File: src/rtl/burst_rr_arbiter_pkg.sv
`default_nettype none
// ============================================================================
// Module      : parammod_arb_pkg
// Description : Shared types and helpers for the burst round-robin arbiter.
// Revision    : 1.0 - initial release
// ============================================================================
package parammod_arb_pkg;

    // Two-state arbiter FSM encoding
    typedef enum logic [0:0] {
        ARB_IDLE  = 1'b0,
        ARB_BURST = 1'b1
    } arb_state_t;

    // Increment an index modulo port (port need not be a power of two)
    function automatic int unsigned wrap_inc(input int unsigned idx, input int unsigned port);
        return (idx + 32'd1 >= port) ? 32'd0 : idx + 32'd1;
    endfunction

endpackage
`default_nettype wire

File: src/rtl/burst_rr_arbiter_if.sv
`default_nettype none
// ============================================================================
// Module      : burst_rr_arbiter_if
// Description : Request/grant/beat handshake bundle between requesters,
//               the shared resource and the burst round-robin arbiter.
//               slave  = arbiter view, master = requester/resource view.
// Revision    : 1.0 - initial release
// ============================================================================
interface burst_rr_arbiter_if #(
    parameter int PORT  = 4,
    parameter int LEN_W = 4
);
    localparam int IDX = $clog2(PORT);

    logic                    stall;
    logic [PORT-1:0]         req;
    logic [PORT*LEN_W-1:0]   req_len;
    logic                    beat_ready;
    logic [PORT-1:0]         gnt;
    logic [IDX-1:0]          gnt_idx;
    logic                    gnt_valid;
    logic                    gnt_last;

    modport slave (
        input  stall, req, req_len, beat_ready,
        output gnt, gnt_idx, gnt_valid, gnt_last
    );

    modport master (
        output stall, req, req_len, beat_ready,
        input  gnt, gnt_idx, gnt_valid, gnt_last
    );
endinterface
`default_nettype wire

File: src/rtl/burst_rr_arbiter_rr_pick.sv
`default_nettype none
// ============================================================================
// Module      : rr_pick
// Description : Combinational rotate-priority select. Returns the first set
//               request at or after ptr, scanning upward and wrapping at
//               PORT (valid for non-power-of-two PORT).
// Revision    : 1.0 - initial release
// ============================================================================
module rr_pick #(
    parameter int PORT = 4,
    parameter int IDX  = $clog2(PORT)
) (
    input  wire logic [PORT-1:0] req,
    input  wire logic [IDX-1:0]  ptr,
    output logic                 found,
    output logic [IDX-1:0]       idx,
    output logic [PORT-1:0]      onehot
);
    // Scan PORT positions starting at ptr; first hit wins
    always_comb begin
        int             j;
        logic [IDX-1:0] j_idx;
        found  = 1'b0;
        idx    = '0;
        onehot = '0;
        j      = 0;
        j_idx  = '0;
        for (int k = 0; k < PORT; k++) begin
            j = int'(ptr) + k;
            if (j >= PORT) begin
                j = j - PORT;
            end
            j_idx = IDX'(j);
            if (!found && req[j_idx]) begin
                found         = 1'b1;
                idx           = j_idx;
                onehot[j_idx] = 1'b1;
            end
        end
    end
endmodule
`default_nettype wire

File: src/rtl/burst_rr_arbiter.sv
`default_nettype none
// ============================================================================
// Module      : burst_rr_arbiter
// Description : PORT:1 round-robin arbiter granting whole bursts of
//               req_len+1 beats. Optional macro BURST_RR_BACK2BACK_EN
//               re-arbitrates on the accepted last beat, removing the
//               one-cycle bubble between bursts.
// Revision    : 1.0 - initial release
// ============================================================================
module burst_rr_arbiter
    import parammod_arb_pkg::*;
#(
    parameter int PORT  = 4,
    parameter int LEN_W = 4
) (
    input  wire logic               clk,
    input  wire logic               reset,
    burst_rr_arbiter_if.slave       bus
);
    localparam int IDX = $clog2(PORT);

    localparam logic [0:0] c_ST_IDLE  = ARB_IDLE;
    localparam logic [0:0] c_ST_BURST = ARB_BURST;

    logic [0:0]        state_q, state_d;
    logic [IDX-1:0]    ptr_q, ptr_d;
    logic [IDX-1:0]    owner_q, owner_d;
    logic [PORT-1:0]   owner_oh_q, owner_oh_d;
    logic [LEN_W-1:0]  cnt_q, cnt_d;

    logic              w_found;
    logic [IDX-1:0]    w_pick_idx;
    logic [PORT-1:0]   w_pick_onehot;
    logic [LEN_W-1:0]  w_len;
    logic [IDX-1:0]    w_ptr_next;
    logic              w_gnt_valid;
    logic              w_accept;
    logic              w_last;
    logic              w_take;

    // The pointer already sits one past the current owner, so the same
    // picker instance serves both IDLE arbitration and the back-to-back path.
    rr_pick #(.PORT(PORT), .IDX(IDX)) u_pick (
        .req    (bus.req),
        .ptr    (ptr_q),
        .found  (w_found),
        .idx    (w_pick_idx),
        .onehot (w_pick_onehot)
    );

    assign w_ptr_next  = IDX'(wrap_inc(32'(w_pick_idx), 32'(PORT)));
    assign w_gnt_valid = (state_q == c_ST_BURST) && !bus.stall;
    assign w_accept    = w_gnt_valid && bus.beat_ready;
    assign w_last      = (cnt_q == '0);

    assign bus.gnt       = w_gnt_valid ? owner_oh_q : '0;
    assign bus.gnt_idx   = w_gnt_valid ? owner_q : '0;
    assign bus.gnt_valid = w_gnt_valid;
    assign bus.gnt_last  = w_last && w_gnt_valid;

    // Burst length of the candidate winner
    always_comb begin
        w_len = '0;
        for (int i = 0; i < PORT; i++) begin
            if (w_pick_onehot[i]) begin
                w_len = bus.req_len[i*LEN_W +: LEN_W];
            end
        end
    end

    // Next-state: arbitrate in IDLE, count beats in BURST
    always_comb begin
        state_d    = state_q;
        ptr_d      = ptr_q;
        owner_d    = owner_q;
        owner_oh_d = owner_oh_q;
        cnt_d      = cnt_q;
        w_take     = 1'b0;
        case (state_q)
            c_ST_IDLE: begin
                if (!bus.stall && w_found) begin
                    w_take = 1'b1;
                end
            end
            default: begin
                // w_accept already implies stall is low
                if (w_accept) begin
                    if (!w_last) begin
                        cnt_d = cnt_q - 1'b1;
                    end else begin
`ifdef BURST_RR_BACK2BACK_EN
                        if (w_found) begin
                            w_take = 1'b1;
                        end else begin
                            state_d = c_ST_IDLE;
                        end
`else
                        state_d = c_ST_IDLE;
`endif
                    end
                end
            end
        endcase
        if (w_take) begin
            state_d    = c_ST_BURST;
            owner_d    = w_pick_idx;
            owner_oh_d = w_pick_onehot;
            cnt_d      = w_len;
            ptr_d      = w_ptr_next;
        end
    end

    // State registers; reset abandons any partial burst immediately
    always_ff @(posedge clk or posedge reset) begin
        if (reset) begin
            state_q    <= c_ST_IDLE;
            ptr_q      <= '0;
            owner_q    <= '0;
            owner_oh_q <= '0;
            cnt_q      <= '0;
        end else begin
            state_q    <= state_d;
            ptr_q      <= ptr_d;
            owner_q    <= owner_d;
            owner_oh_q <= owner_oh_d;
            cnt_q      <= cnt_d;
        end
    end
endmodule
`default_nettype wire
File: src/flat_wrapper.sv
// flat-port wrapper written by rule: the top's interface ports become plain ports
module burst_rr_arbiter_flat import parammod_arb_pkg::*;
#(
    parameter int PORT  = 4,
    parameter int LEN_W = 4
)
  (clk, reset, bus_stall, bus_req, bus_req_len, bus_beat_ready, bus_gnt, bus_gnt_idx, bus_gnt_valid, bus_gnt_last);
  burst_rr_arbiter_if #(.PORT(PORT), .LEN_W(LEN_W)) bus_i ();
  input  wire logic clk;
  input  wire logic reset;
  input wire logic [$bits(bus_i.stall)-1:0] bus_stall;
  input wire logic [$bits(bus_i.req)-1:0] bus_req;
  input wire logic [$bits(bus_i.req_len)-1:0] bus_req_len;
  input wire logic [$bits(bus_i.beat_ready)-1:0] bus_beat_ready;
  output wire logic [$bits(bus_i.gnt)-1:0] bus_gnt;
  output wire logic [$bits(bus_i.gnt_idx)-1:0] bus_gnt_idx;
  output wire logic [$bits(bus_i.gnt_valid)-1:0] bus_gnt_valid;
  output wire logic [$bits(bus_i.gnt_last)-1:0] bus_gnt_last;
  assign bus_i.stall = bus_stall;
  assign bus_i.req = bus_req;
  assign bus_i.req_len = bus_req_len;
  assign bus_i.beat_ready = bus_beat_ready;
  assign bus_gnt = bus_i.gnt;
  assign bus_gnt_idx = bus_i.gnt_idx;
  assign bus_gnt_valid = bus_i.gnt_valid;
  assign bus_gnt_last = bus_i.gnt_last;
  burst_rr_arbiter #(.PORT(PORT), .LEN_W(LEN_W)) u_core (.clk(clk), .reset(reset), .bus(bus_i));
endmodule
File: config.mk
export PLATFORM = sky130hd
export DESIGN_NAME = burst_rr_arbiter_flat
export DESIGN_NICKNAME = d
export VERILOG_FILES = /design/src/rtl/burst_rr_arbiter_pkg.sv /design/src/rtl/burst_rr_arbiter_if.sv /design/src/rtl/burst_rr_arbiter_rr_pick.sv /design/src/rtl/burst_rr_arbiter.sv /design/src/flat_wrapper.sv
export SDC_FILE = /design/constraint.sdc
export NUM_CORES = 1
export LEC_CHECK = 0
export CORE_MARGIN = 5
export CORE_UTILIZATION = 52
export DETAILED_ROUTE_END_ITERATION = 8
export PLACE_DENSITY = 0.89
export SYNTH_ARGS = -nofsm -noshare
export SYNTH_HDL_FRONTEND = slang
export SYNTH_HIERARCHICAL = 1
export SYNTH_SLANG_ARGS = --single-unit
File: constraint.sdc
create_clock -name clk -period 4.1 [get_ports clk]
set_input_delay 0.41 -clock clk [delete_from_list [all_inputs] [get_ports clk]]
set_output_delay 0.41 -clock clk [all_outputs]
set_load 0.01 [all_outputs]
* Word level (Yosys, flattened, before mapping)
Index checks and enable logic that the tools add are counted.
** Storage, ports and cells
- Bits in registers :: 13
- Bits in latches :: 0
- Memory bits (writable) :: 0
- Memory bits (read-only) :: 0
- Output and inout bits :: 8
- Memories :: 0
** Operators by class
- Add/sub/neg operators :: 9
- Multiply operators :: 0
- Div/mod/pow operators :: 0
- Order comparisons :: 13
- Eq/ne operators :: 1
- Shift-type cells :: 0
- Multiplexer cells :: 49
- Bitwise gates (word level) :: 3
- Reduce and logical (&&, ||, !) cells :: 19
** Operator list (count)
- 4-bit two-way mux :: 13
- 2-bit two-way mux :: 10
- 1-bit two-way mux :: 18
- 3-bit >= comparator, second input constant :: 4
- 2-bit by 3-bit < comparator with 1-bit output, second input constant :: 4
- 4-bit OR :: 3
- 1-bit logical AND :: 11
- 1-bit binary-select mux with 2-bit select :: 4
- 1-bit demux with 2-bit select :: 4
- 2-bit by 1-bit >= comparator with 1-bit output, second input constant :: 4
- 2-bit by 1-bit subtractor with 2-bit output, second input constant :: 4
- 2-bit by 1-bit adder with 3-bit output, second input constant :: 2
- 2-bit by 2-bit adder with 3-bit output, second input constant :: 2
- 1-bit zero test :: 4
- 4-bit zero test :: 1
- 2-bit nonzero test :: 2
- 4-bit by 1-bit subtractor with 4-bit output, second input constant :: 1
- 2-bit by 3-bit >= comparator with 1-bit output, second input constant :: 1
- 3-bit AND reduction :: 1
- 2-bit inequality test, second input constant :: 1

* Longest topological paths before layout
- Word-level depth :: 19
- Depth in mapped cells :: 13
- Mapped depth without buffers :: 10

* Modules after synthesis
The synthesis kept the hierarchy.
** Modules (own cells, without submodules)
- burst_rr_arbiter :: times used 1, cells each 79, area each 814.5 um^2
- rr_pick :: times used 1, cells each 45, area each 421.7 um^2

* Worst setup path before layout
OpenSTA, ideal clock, no wires.
- Kind :: reg2reg
- Start :: reg u_core.ptr_q[0]
- End :: reg u_core.cnt_q[3]
- Arrival time :: 2717 ps
- Slack :: 1301 ps
- Stages on the path, launching flop included :: 13
- Period minus slack after synthesis :: 2799 ps
- Path through :: dfrtp_1 buf_6 inv_1 ha_1 mux4_2 buf_6 and2b_2 a22oi_1 o21ai_0 a21oi_1 a221oi_1 a211oi_1 a31oi_1
** Between the ends
- Elaborated cells between the ends (all ways) :: 72
** RTL lines
- start, declared :: RTL line burst_rr_arbiter.sv:26 : logic [IDX-1:0] ptr_q, ptr_d;
- start signal, assigned :: RTL line burst_rr_arbiter.sv:123 : ptr_q <= ptr_d;
- branches (longest 13 deep; another with 2-bit by 1-bit adder with 3-bit output)
- 4-bit two-way mux * :: RTL line burst_rr_arbiter_rr_pick.sv:34 : if (!found && req[j_idx]) begin
- via u_core.w_pick_onehot[1] :: RTL line burst_rr_arbiter.sv:33 : logic [PORT-1:0] w_pick_onehot;
- 4-bit two-way mux * (3 in a row) :: RTL line burst_rr_arbiter.sv:65 : if (w_pick_onehot[i]) begin
- 4-bit two-way mux * :: RTL line burst_rr_arbiter.sv:104 : if (w_take) begin
- end signal, assigned :: RTL line burst_rr_arbiter.sv:126 : cnt_q <= cnt_d;
- end, declared :: RTL line burst_rr_arbiter.sv:29 : logic [LEN_W-1:0] cnt_q, cnt_d;
Mark *: on every way through the listed nets, which the timed path passes. The select of a mux whose other input is x is not followed.
A chain may end at the register's enable or synchronous reset.

* Final worst setup path
- Start :: reg u_core.ptr_q[0]
- End :: reg u_core.cnt_q[2]
** Between the ends
- Cells in the longest elaborated chain, start to end :: 19
- Elaborated cells between the ends (all ways) :: 72
** RTL lines (RTL line)
- branches (longest 13 deep; another with 2-bit by 1-bit adder with 3-bit output)
- 4-bit two-way mux * :: burst_rr_arbiter_rr_pick.sv:34
- via u_core.w_pick_onehot[0] :: burst_rr_arbiter.sv:33
- 4-bit two-way mux * (4 in a row) :: burst_rr_arbiter.sv:65
- 4-bit two-way mux * :: burst_rr_arbiter.sv:104
Marks and branches as above.

==> results.yml <==
grt:
  grt_start_max_net_pins: 19
  antenna_found_initial: 0
  track_usage: 0.1906
  grt_pass1_vias: 1162
  grt_first_pass_wirelength_um: 5237
  grt_overflow_total: 0
sta:
  hold_viol_final: 0
  max_slew_margin: 0.6448
  setup_viol: 0
  setup_tns_ns: 0
  finalClockSkew_ns: 0.004300
  finalCritPeriodShare: 0.7828
  slew_viol_final: 0
  min_period_ns: 3.209
  fmax_mhz: 311.6
  worst_pin_slew_ns: 0.5283
  timing.hold.ws_ns: 0.4583
  rsz0062_at_grt: "false"
clocking:
  numCtsBuffers: 3
  clk_latency_ns: 0.27
  cts.sinks: 13
  path_clk_slew_ns: 0.09
  post_cts_buffers: 0
  cts_hold_buf: 0
  cts.root.buffer_cell: "clkbuf_4"
  cts_resized: 0
  cts-htree-levels: 1
  cts_max_path_buffers: 2
  cts_tree: "yes"
pwr:
  power.total_mw: 1.095
  ir_worst_vdd_v: 0.0004891
  power.leakage_nw: 0.6399
  powerDensity_nw_per_um2: 697.4
layout:
  final_area_um2: 1570
  layout_common_cells: "clkdlybuf4s50_1 (31), dfrtp_1 (13), inv_1 (10), mux2_2 (9)"
  multiInputGateArea_um2: 813.3
  layout-drive-gt1-share: 0.1806
  layout_commonest_cell: "clkdlybuf4s50_1"
  seqCellArea_um2: 325.3
  area_delta_synth_final_pct: 27.02
  final_util: 0.7031
  layout.nets: 188
  nFillCells: 167
  diodes: 0
worst_hold_path:
  worstHoldPathType: "input port to async pin"
route:
  wl_per_cell_um: 16.63
  wirelength_um: 3044
  via_per_inst: 6.098
  drt_iter0_drc: 32
  post-route-drc-count: 0
  drtPass1Iterations: 4
  drtAntennaViolNets: 0
  vias: 1116
synth:
  syn_inst: 124
  yosysWarnings: 6
  ys_types: 40
  synth_area_per_cell_um2: 9.969
  async_flop_share: 1.000
  synth_area_um2: 1236
  synth_seq_cells: 13
  synth_edf_count: 0
  syn_nets: 156
  synth_ff_type: "dfrtp_1"
  seq_area_frac_synth: 0.2632
place:
  numPortBuffers: 31
  post-dp-hpwl_um: 2269
  gp_congestion: 0.8510
  placed_cell_area_um2: 1544
run:
  maxCapViolations: 0
floorplanning:
  initial_core_util: 0.5535
  die_area_um2: 3452
  coreArea_um2: 2233
  die-height_um: 58.76
  rows: 17
  io-pin-count: 32
  die_w_um: 58.76
critical_path:
  r2r_slack_ns: 0.89
  arrival_ns: 3.42
  reg2reg_from: "u_core/ptr_q[0]$_DFFE_PP0P_"
  critPathLaunchType: "register"
  crit_fanout: 14
  path_class: "register to register"
  crit_required_ns: 4.31
  cp-startpoint: "u_core/ptr_q[0]$_DFFE_PP0P_"
  end_kind: "register"
status:
  status: "complete, no violations"
-- layout make-up --
cell class	instances	area share
Multi-Input combinational cell	94	0.5179
Timing Repair Buffer	34	0.2120
Sequential cell	13	0.2072
Inverter	10	0.02390
Tap cell	28	0.02231
Clock buffer	4	0.01673
-- Yosys cell counts, drive strengths merged, types with 2 or more instances --
| cell | instances | area share |
|---|---|---|
| buf | 5 | 0.043 |
| nand2b | 3 | 0.015 |
| a21oi | 7 | 0.028 |
| mux2i | 2 | 0.016 |
| nor2 | 4 | 0.012 |
| mux4 | 4 | 0.079 |
| o31ai | 2 | 0.012 |
| a22oi | 8 | 0.049 |
| nand3b | 4 | 0.024 |
| nor2b | 2 | 0.016 |
| mux2 | 9 | 0.082 |
| nand2 | 4 | 0.016 |
| ha | 8 | 0.081 |
| a211oi | 4 | 0.024 |
| o21ai | 7 | 0.028 |
| clkbuf | 2 | 0.0061 |
| a221oi | 4 | 0.028 |
| inv | 10 | 0.030 |
| dfrtp | 13 | 0.26 |
| and2 | 6 | 0.036 |
-- final timing paths --
| path | end | cells after the start |
|---|---|---|
| min in group clk | u_core/owner_oh_q[0]$_DFFE_PP0P_ | 1 |
| max reg2reg | u_core/cnt_q[2]$_DFFE_PP0P_ | 10 |
| min | u_core/cnt_q[2]$_DFFE_PP0P_ | 2 |
| max | u_core/cnt_q[2]$_DFFE_PP0P_ | 10 |
| max in group asynchronous | u_core/owner_oh_q[0]$_DFFE_PP0P_ | 2 |
| min reg2reg | u_core/owner_oh_q[0]$_DFFE_PP0P_ | 1 |
-- power breakdown --
part | internal, mW | switching, mW
logic | 0.377 | 0.385
registers | 0.189 | 0.0638
clock network | 0.0377 | 0.0438
total | 0.603 | 0.492
-- critical path, cell delays in order, from the launching register on --
cell and delay (ns):
dfrtp_1 0.67, inv_1 0.13, ha_1 0.37, mux4_2 0.44, and2b_2 0.31, a22oi_1 0.07
o21ai_0 0.43, nand3b_1 0.13, a221oi_1 0.36, a211oi_1 0.09, a21oi_1 0.13
-- routing by layer --
metal  GRT usage  share of wire  vias up
met5           0              0        -
met2      0.3060           0.48       42
met1      0.2547           0.44      542
met3     0.04825          0.066        2
met4     0.04854         0.0056        0
li1            -              -      530
-- stage by stage --
stage	setup WS, ns	instances
after floorplan	1.301	124
after global placement	1.047	179
after detailed placement	0.9117	179
after CTS	0.8889	183
after global routing	0.5460	183
final	0.8906	183
-- registers in the layout, summed over array words and instances, names as in the netlist --
name and cells:
u_core/ptr_q 2, u_core/owner_oh_q 4, u_core/cnt_q 4, u_core/owner_q 2
u_core/state_q 1
-- kinds of logic (layout without fill, tap and decap cells) --
logic type | Yosys count | count (layout) | synth area share
adders and majority gates | 8 | 8 | 0.08097
muxes | 15 | 15 | 0.1771
AOI/OAI and AO/OA | 36 | 36 | 0.1964
buffers and inverters | 17 | 48 | 0.07895
DFF | 13 | 13 | 0.2632
xor gates and xnor gates | 2 | 2 | 0.01417
and+or+nand+nor | 33 | 33 | 0.1893
No activity file was read; power rests on OpenSTA's default activity.
